**config.mk**
```make
export PLATFORM = sky130hd
export DESIGN_NAME = button_conditioner
export DESIGN_NICKNAME = d
export VERILOG_FILES = /design/src/rtl/button_conditioner.sv
export SDC_FILE = /design/constraint.sdc
export NUM_CORES = 1
export LEC_CHECK = 0
export BUFFER_PORTS_ARGS = -buffer_cell sky130_fd_sc_hd__buf_2
export CORE_UTILIZATION = 55
export CTS_CLUSTER_DIAMETER = 150
export DETAILED_ROUTE_END_ITERATION = 7
export HOLD_SLACK_MARGIN = 0.02
export PLACE_DENSITY = 0.74
export SLEW_MARGIN = 20
export SYNTH_ARGS = -nofsm -noshare
export SYNTH_HDL_FRONTEND = slang
export SYNTH_SLANG_ARGS = --single-unit
```
**constraint.sdc**
```tcl
create_clock -name clk -period 2.2 [get_ports clk]
set_clock_uncertainty 0.05 [all_clocks]
set_input_delay 0.44 -clock clk [delete_from_list [all_inputs] [get_ports clk]]
set_output_delay 0.44 -clock clk [all_outputs]
set_load 0.01 [all_outputs]
```
**src/rtl/button_conditioner.sv**
```systemverilog
// rtl/button_conditioner.sv - debounced push-button conditioner with press/release/long-press strobes
module button_conditioner #(
    parameter logic [31:0] DEBOUNCE_CYCLES = 32'd1_000_000,
    parameter logic [31:0] LONG_CYCLES     = 32'd100_000_000
) (
    input  logic       clk,
    input  logic       rst_n,
    input  logic       btn_n,
    output logic       btn_level,
    output logic       press_pulse,
    output logic       release_pulse,
    output logic       long_pulse,
    output logic [7:0] press_count
);

    // Terminal counts; the counter never runs past these.
    localparam logic [31:0] DEB_LAST  = DEBOUNCE_CYCLES - 32'd1;
    localparam logic [31:0] LONG_LAST = LONG_CYCLES - 32'd1;

    typedef enum logic [2:0] {
        IDLE,
        PRESS_WAIT,
        PRESSED,
        LONG_HELD,
        RELEASE_WAIT
    } state_e;

    logic        sync1_q, sync1_d;
    logic        sync2_q, sync2_d;
    state_e      state_q, state_d;
    logic [31:0] cnt_q, cnt_d;
    logic        long_done_q, long_done_d;
    logic        btn_level_q, btn_level_d;
    logic        press_pulse_q, press_pulse_d;
    logic        release_pulse_q, release_pulse_d;
    logic        long_pulse_q, long_pulse_d;
    logic [7:0]  press_count_q, press_count_d;

    logic        pressed;

    // Two-flop synchronizer; idles at 1 (released) so reset never looks like a press.
    always_comb begin
        sync1_d = btn_n;
        sync2_d = sync1_q;
    end

    assign pressed = ~sync2_q;

    // Next-state, shared counter and registered-output decode.
    always_comb begin
        state_d         = state_q;
        cnt_d           = cnt_q;
        long_done_d     = long_done_q;
        btn_level_d     = btn_level_q;
        press_pulse_d   = 1'b0;
        release_pulse_d = 1'b0;
        long_pulse_d    = 1'b0;
        press_count_d   = press_count_q;

        case (state_q)
            IDLE: begin
                cnt_d = '0;
                if (pressed) begin
                    state_d = PRESS_WAIT;
                end
            end

            PRESS_WAIT: begin
                if (!pressed) begin
                    // Bounce: drop back and requalify from scratch.
                    state_d = IDLE;
                    cnt_d   = '0;
                end else if (cnt_q == DEB_LAST) begin
                    state_d       = PRESSED;
                    cnt_d         = '0;
                    press_pulse_d = 1'b1;
                    btn_level_d   = 1'b1;
                    press_count_d = press_count_q + 8'd1;
                end else begin
                    cnt_d = cnt_q + 32'd1;
                end
            end

            PRESSED: begin
                if (!pressed) begin
                    state_d = RELEASE_WAIT;
                    cnt_d   = '0;
                end else if (cnt_q == LONG_LAST) begin
                    // Counter is left at its limit; LONG_HELD freezes it.
                    state_d      = LONG_HELD;
                    long_pulse_d = 1'b1;
                    long_done_d  = 1'b1;
                end else begin
                    cnt_d = cnt_q + 32'd1;
                end
            end

            LONG_HELD: begin
                if (!pressed) begin
                    state_d = RELEASE_WAIT;
                    cnt_d   = '0;
                end
            end

            RELEASE_WAIT: begin
                if (pressed) begin
                    // Release bounce: resume the press without any strobe.
                    state_d = long_done_q ? LONG_HELD : PRESSED;
                    cnt_d   = '0;
                end else if (cnt_q == DEB_LAST) begin
                    state_d         = IDLE;
                    cnt_d           = '0;
                    release_pulse_d = 1'b1;
                    btn_level_d     = 1'b0;
                    long_done_d     = 1'b0;
                end else begin
                    cnt_d = cnt_q + 32'd1;
                end
            end

            default: begin
                state_d = IDLE;
                cnt_d   = '0;
            end
        endcase
    end

    // All state and outputs, asynchronously cleared by rst_n.
    always_ff @(posedge clk or negedge rst_n) begin
        if (!rst_n) begin
            sync1_q         <= 1'b1;
            sync2_q         <= 1'b1;
            state_q         <= IDLE;
            cnt_q           <= '0;
            long_done_q     <= 1'b0;
            btn_level_q     <= 1'b0;
            press_pulse_q   <= 1'b0;
            release_pulse_q <= 1'b0;
            long_pulse_q    <= 1'b0;
            press_count_q   <= 8'd0;
        end else begin
            sync1_q         <= sync1_d;
            sync2_q         <= sync2_d;
            state_q         <= state_d;
            cnt_q           <= cnt_d;
            long_done_q     <= long_done_d;
            btn_level_q     <= btn_level_d;
            press_pulse_q   <= press_pulse_d;
            release_pulse_q <= release_pulse_d;
            long_pulse_q    <= long_pulse_d;
            press_count_q   <= press_count_d;
        end
    end

    assign btn_level     = btn_level_q;
    assign press_pulse   = press_pulse_q;
    assign release_pulse = release_pulse_q;
    assign long_pulse    = long_pulse_q;
    assign press_count   = press_count_q;

    // Strobes are mutually exclusive and the counter stays within its limits.
    always_ff @(posedge clk) begin
        if (rst_n) begin
            assert ($onehot0({press_pulse_q, release_pulse_q, long_pulse_q}))
                else $error("pulse overlap");
            assert ((cnt_q <= DEB_LAST) || (cnt_q <= LONG_LAST))
                else $error("counter beyond limit");
        end
    end

endmodule

```
# == Word level (Yosys, flattened, before mapping) ==
# Index checks and enable logic that the tools add are counted.
# W data, S select, Z words.
# op_classes
add_sub_neg,2
eq_ne,18
muxes,33
n_bitwise,1
reduce_logical,8
# ops
op,count
$mux W32,6
$pmux W32 S4,1
$add A32 B1 Y32 const B,1
$eq A32 B20 Y1 const B,1
$eq A32 B27 Y1 const B,1
$mux W3,8
$ne A2 B2 Y1 const B,8
$mux W1,15
$pmux W3 S5,1
$reduce_and A5 Y1,3
$ne A3 B3 Y1 const B,4
$add A8 B1 Y8 const B,1
$eq A3 B2 Y1 const B,2
$pmux W1 S2,2
$reduce_bool A2 Y1,2
$eq A3 B1 Y1 const B,1
$eq A3 B3 Y1 const B,1
$logic_not A3 Y1,1
$reduce_and A3 Y1,1
$reduce_and A2 Y1,1
$not A1 Y1,1
# totals
ff_bits,50
wordCells,72

# == Depth between registers and ports, before layout ==
# logic_depth
ltp_word,4
mapped_depth,9
depth_no_buf,7

# == Worst setup path before layout ==
# No wires, ideal clock.
# synth_timing
path_kind,register to register
start,register cnt_q[20]
end,"register press_count_q[1], in the netlist press_count[1]"
setup_time_ps,125
arrival_time_ps,2126
slack_ps,-101
stages_incl_launch_ff,6
path_buffers,0
synth_period_minus_slack_ps,2301
cell_sequence,dfrtp_1 or4b_1 nor4_4 nand4b_1 nor2_2 mux2_2
# synth_between
elab_chain_cells,2
# synth_rtl
element,line,text
from (decl),31,"logic [31:0] cnt_q, cnt_d;"
from (signal assigned),145,cnt_q <= cnt_d;
$eq A32 B20 Y1,73,end else if (cnt_q == DEB_LAST) begin
$reduce_and A3 Y1 (no source line),--,
to (signal assigned),151,press_count_q <= press_count_d;
to (decl),37,"logic [7:0] press_count_q, press_count_d;"
# No other way between the ends.
# A chain may end at the register's enable or synchronous reset.

# == Worst setup path in the final report ==
# layout_timing
start,register cnt_q[20]
end,register cnt_q[7]
# layout_between
elab_chain_cells,4
word_cells_on_any_way,8
# layout_rtl
element,line,text
$eq A32 B20 Y1,"73, 110",
$mux W32,"73, 110",
$mux W32 (on tied branches),"106, 69",
$pmux W32 S4,60,case (state_q)
# Parallel ways exist; a longest one is shown, timed or not.

==> results_dict.tcl <==
set metrics [dict create \
    worstSetupStartpointType "register" \
    cp-end-kind "register" \
    ir_worst_vdd_mv 0.555 \
    detail-route-antenna-nets 0 \
    overflow 0 \
    ys_seq_elements 50 \
    ios 15 \
    reg2reg_depth 8 \
    post-route-drc-count 0 \
    ys_async_sr_fraction_pct 100 \
    crit_slowest_cell "or4b_1" \
    ys_types 52 \
    netlist_instances 284 \
    place.gp.congestion 0.929 \
    synth_top_area_share_pct 44.1 \
    grt_pass1_vias 2469 \
    yosysMostFrequentCell "dfrtp_1" \
    fmax_mhz 425 \
    yosys-top-cells-area "dfrtp_1 44%, o21ai_0 4.0%, a2bb2oi_1 3.5%, nand3_1 3.3%, nand2_1 3.0%" \
    power_density_nw_per_um2 478 \
    wl_per_cell_um 16.5 \
    cts_max_level 2 \
    clock-sinks 50 \
    diodes 0 \
    routed_wl_mm 7.29 \
    drv_slew 0 \
    dieArea_sq_um 5240 \
    maxCapViolations 0 \
    clock_path_buffers 2 \
    placed_area_sq_um 3400 \
    grt_max_degree 32 \
    area_growth_syn_to_layout_pct 35.6 \
    syn_nets 289 \
    io_buffers 14 \
    critPathRequiredTime_ns 2.34 \
    hpwlAfterDp_mm 5.15 \
    dr.pass1.iters 5 \
    final-hold-violation-count 0 \
    yosysSeqAreaShare_pct 46.0 \
    rsz0062_at_grt "true" \
    drt_iter0_drc 167 \
    fin_crit_sh_pct 107 \
    cp_max_fo 11 \
    syn_area_per_cell_sq_um 9.60 \
    finalInstanceArea_sq_um 3700 \
    cts.clk_slew.worst_paths_ns 0.10 \
    fin_crit_ns 2.35 \
    synth_flop_cell "dfrtp_1" \
    worst-endpoint-arrival_ns 2.49 \
    root_buffer "clkbuf_8" \
    cts_tree "yes" \
    die_h_um 72.4 \
    synth_common_cells "48 x dfrtp_1, 22 x nand2_1, 22 x nor2_1, 22 x o21ai_0, 18 x nand3_1" \
    syn-cell-area_sq_um 2730 \
    setup_violations 38 \
    placementRows 25 \
    nets 378 \
    hp-class "in2async" \
    worstMarginPinSlew_ns 0.477 \
    cp.depth 8 \
    numCtsBuffers 5 \
    cpPeakStageDelay_ns 0.56 \
    vias_per_cell 6.05 \
    relSlewSlack_pct 68.2 \
    setup_ws_ns -0.152 \
    preCtsSetupSlack_ns -0.124 \
    setup_tns_ns -3.23 \
    grt_pass1_wl_mm 11.5 \
    drive_above_1_share_pct 35.3 \
    grt_antenna_before_repair 0 \
    violations "setup timing" \
    initial_core_util_pct 57.3 \
    grtUsageTotal_pct 29.0 \
    synth_edf_count 0 \
    crit_buf_inv 2 \
    status "finished with violations" \
    clk_latency_ns 0.32 \
    path_common_cell "buf_4" \
    path_cells "or4b_1 -> nor4_4 -> buf_4 -> a21oi_4 -> or2_4 -> nand2_4 -> buf_4 -> o31ai_1" \
    synth_top_area_cell "dfrtp_1" \
    die_w_um 72.4 \
    p_leak_nw 1.67 \
    cp_top_family "simple AND/OR/NAND/NOR gates" \
    yosys_warnings 0 \
    core_area_sq_um 4750 \
    num_vias 2668 \
    critical_path_class "reg2reg" \
]
## metal layers
layer / share of wire (%) / vias up / global-route usage (%) / wire length, um
met2: 50 / 122 / 50.8 / 3650
met5: 0 / - / 0 / 0
met4: 3.4 / 0 / 11.8 / 247
li1: - / 1253 / - / -
met1: 41 / 1263 / 35.1 / 2950
met3: 6.0 / 30 / 5.42 / 439
## metrics by stage
stage / power (mW) / hold slack, ns / util [%] / std cells
global placement: 1.11 / 0.305 / 71.6 / 424
detailed placement: 1.12 / 0.308 / 71.6 / 424
CTS: 1.77 / 0.0336 / 75.6 / 437
global route: 1.83 / 0.0447 / 77.7 / 441
floorplan: 1.03 / 0.0944 / - / 284
finish: 1.77 / 0.0173 / 77.7 / 441
## cell families after synthesis
logic type | synth area share (%)
simple gates | 26.3
compound gates | 20.1
flops | 46.0
buf+inv | 2.85
xor+xnor | 2.25
mux | 1.51
fa+ha+maj | 0.918
## worst paths after layout
path,start,end,slack (ns)
max reg2reg,cnt_q[20]$_DFFE_PN0P_,cnt_q[7]$_DFFE_PN0P_,-0.15
max,cnt_q[20]$_DFFE_PN0P_,cnt_q[7]$_DFFE_PN0P_,-0.15
min in group clk,btn_n,sync1_q$_DFF_PN1_,0.17
min reg2reg,sync1_q$_DFF_PN1_,sync2_q$_DFF_PN1_,0.32
max in group asynchronous,rst_n,sync2_q$_DFF_PN1_,1.48
min,rst_n,cnt_q[23]$_DFFE_PN0P_,0.02
## worst register-to-register path: cells and delay by family, from the launching register on
family / cells / cell delay [ns]
AND/OR/NAND/NOR: 4 / 1.27
flip-flops: 1 / 0.43
buffers and inverters: 2 / 0.33
AO/OA/AOI/OAI: 2 / 0.14
## area by class of cell
class / instances / area (sq um)
Clock inverter: 3 / 45.0
Sequential cell: 50 / 1250
Clock buffer: 5 / 68.8
Tap cell: 67 / 83.8
Inverter: 7 / 26.3
Timing Repair Buffer: 92 / 704
Fill cell: 327 / 1060
Multi-Input combinational cell: 217 / 1510
## power breakdown
part	switching [mW]	leakage (nW)	total, mW	internal [mW]
logic	0.0848	0.932	0.167	0.0823
clock network	0.315	0.0504	0.653	0.338
registers	0.00880	0.688	0.945	0.936
## repair_timing
| item | in CTS | in global routing |
|---|---|---|
| pin swaps | 4 | 8 |
| hold buffers | 0 | 0 |
| cloned | 0 | 0 |
| setup buffers | 5 | 4 |
| setup endpoints to repair | 35 | 43 |
| gates resized for setup | 11 | 16 |
## cells in the final DEF (no fill, tap or decap), types with 8 or more instances in the layout
cell type	netlist	routed
dfrtp_1	48	48
nand2_1	22	22
nand3_1	18	18
and3_1	10	10
buf_2	2	14
o31ai_1	10	10
buf_4	1	72
nor2_1	22	18
nand4_1	12	12
o21ai_0	22	19
a2bb2oi_1	11	8
## registers in the layout, indices dropped and copies added, names as in the netlist
signal         count
press_count        8
press_pulse        1
sync1_q            1
btn_level          1
sync2_q            1
long_done_q        1
state_q            3
cnt_q             32
release_pulse      1
long_pulse         1
(Power assumes the default switching activity.)
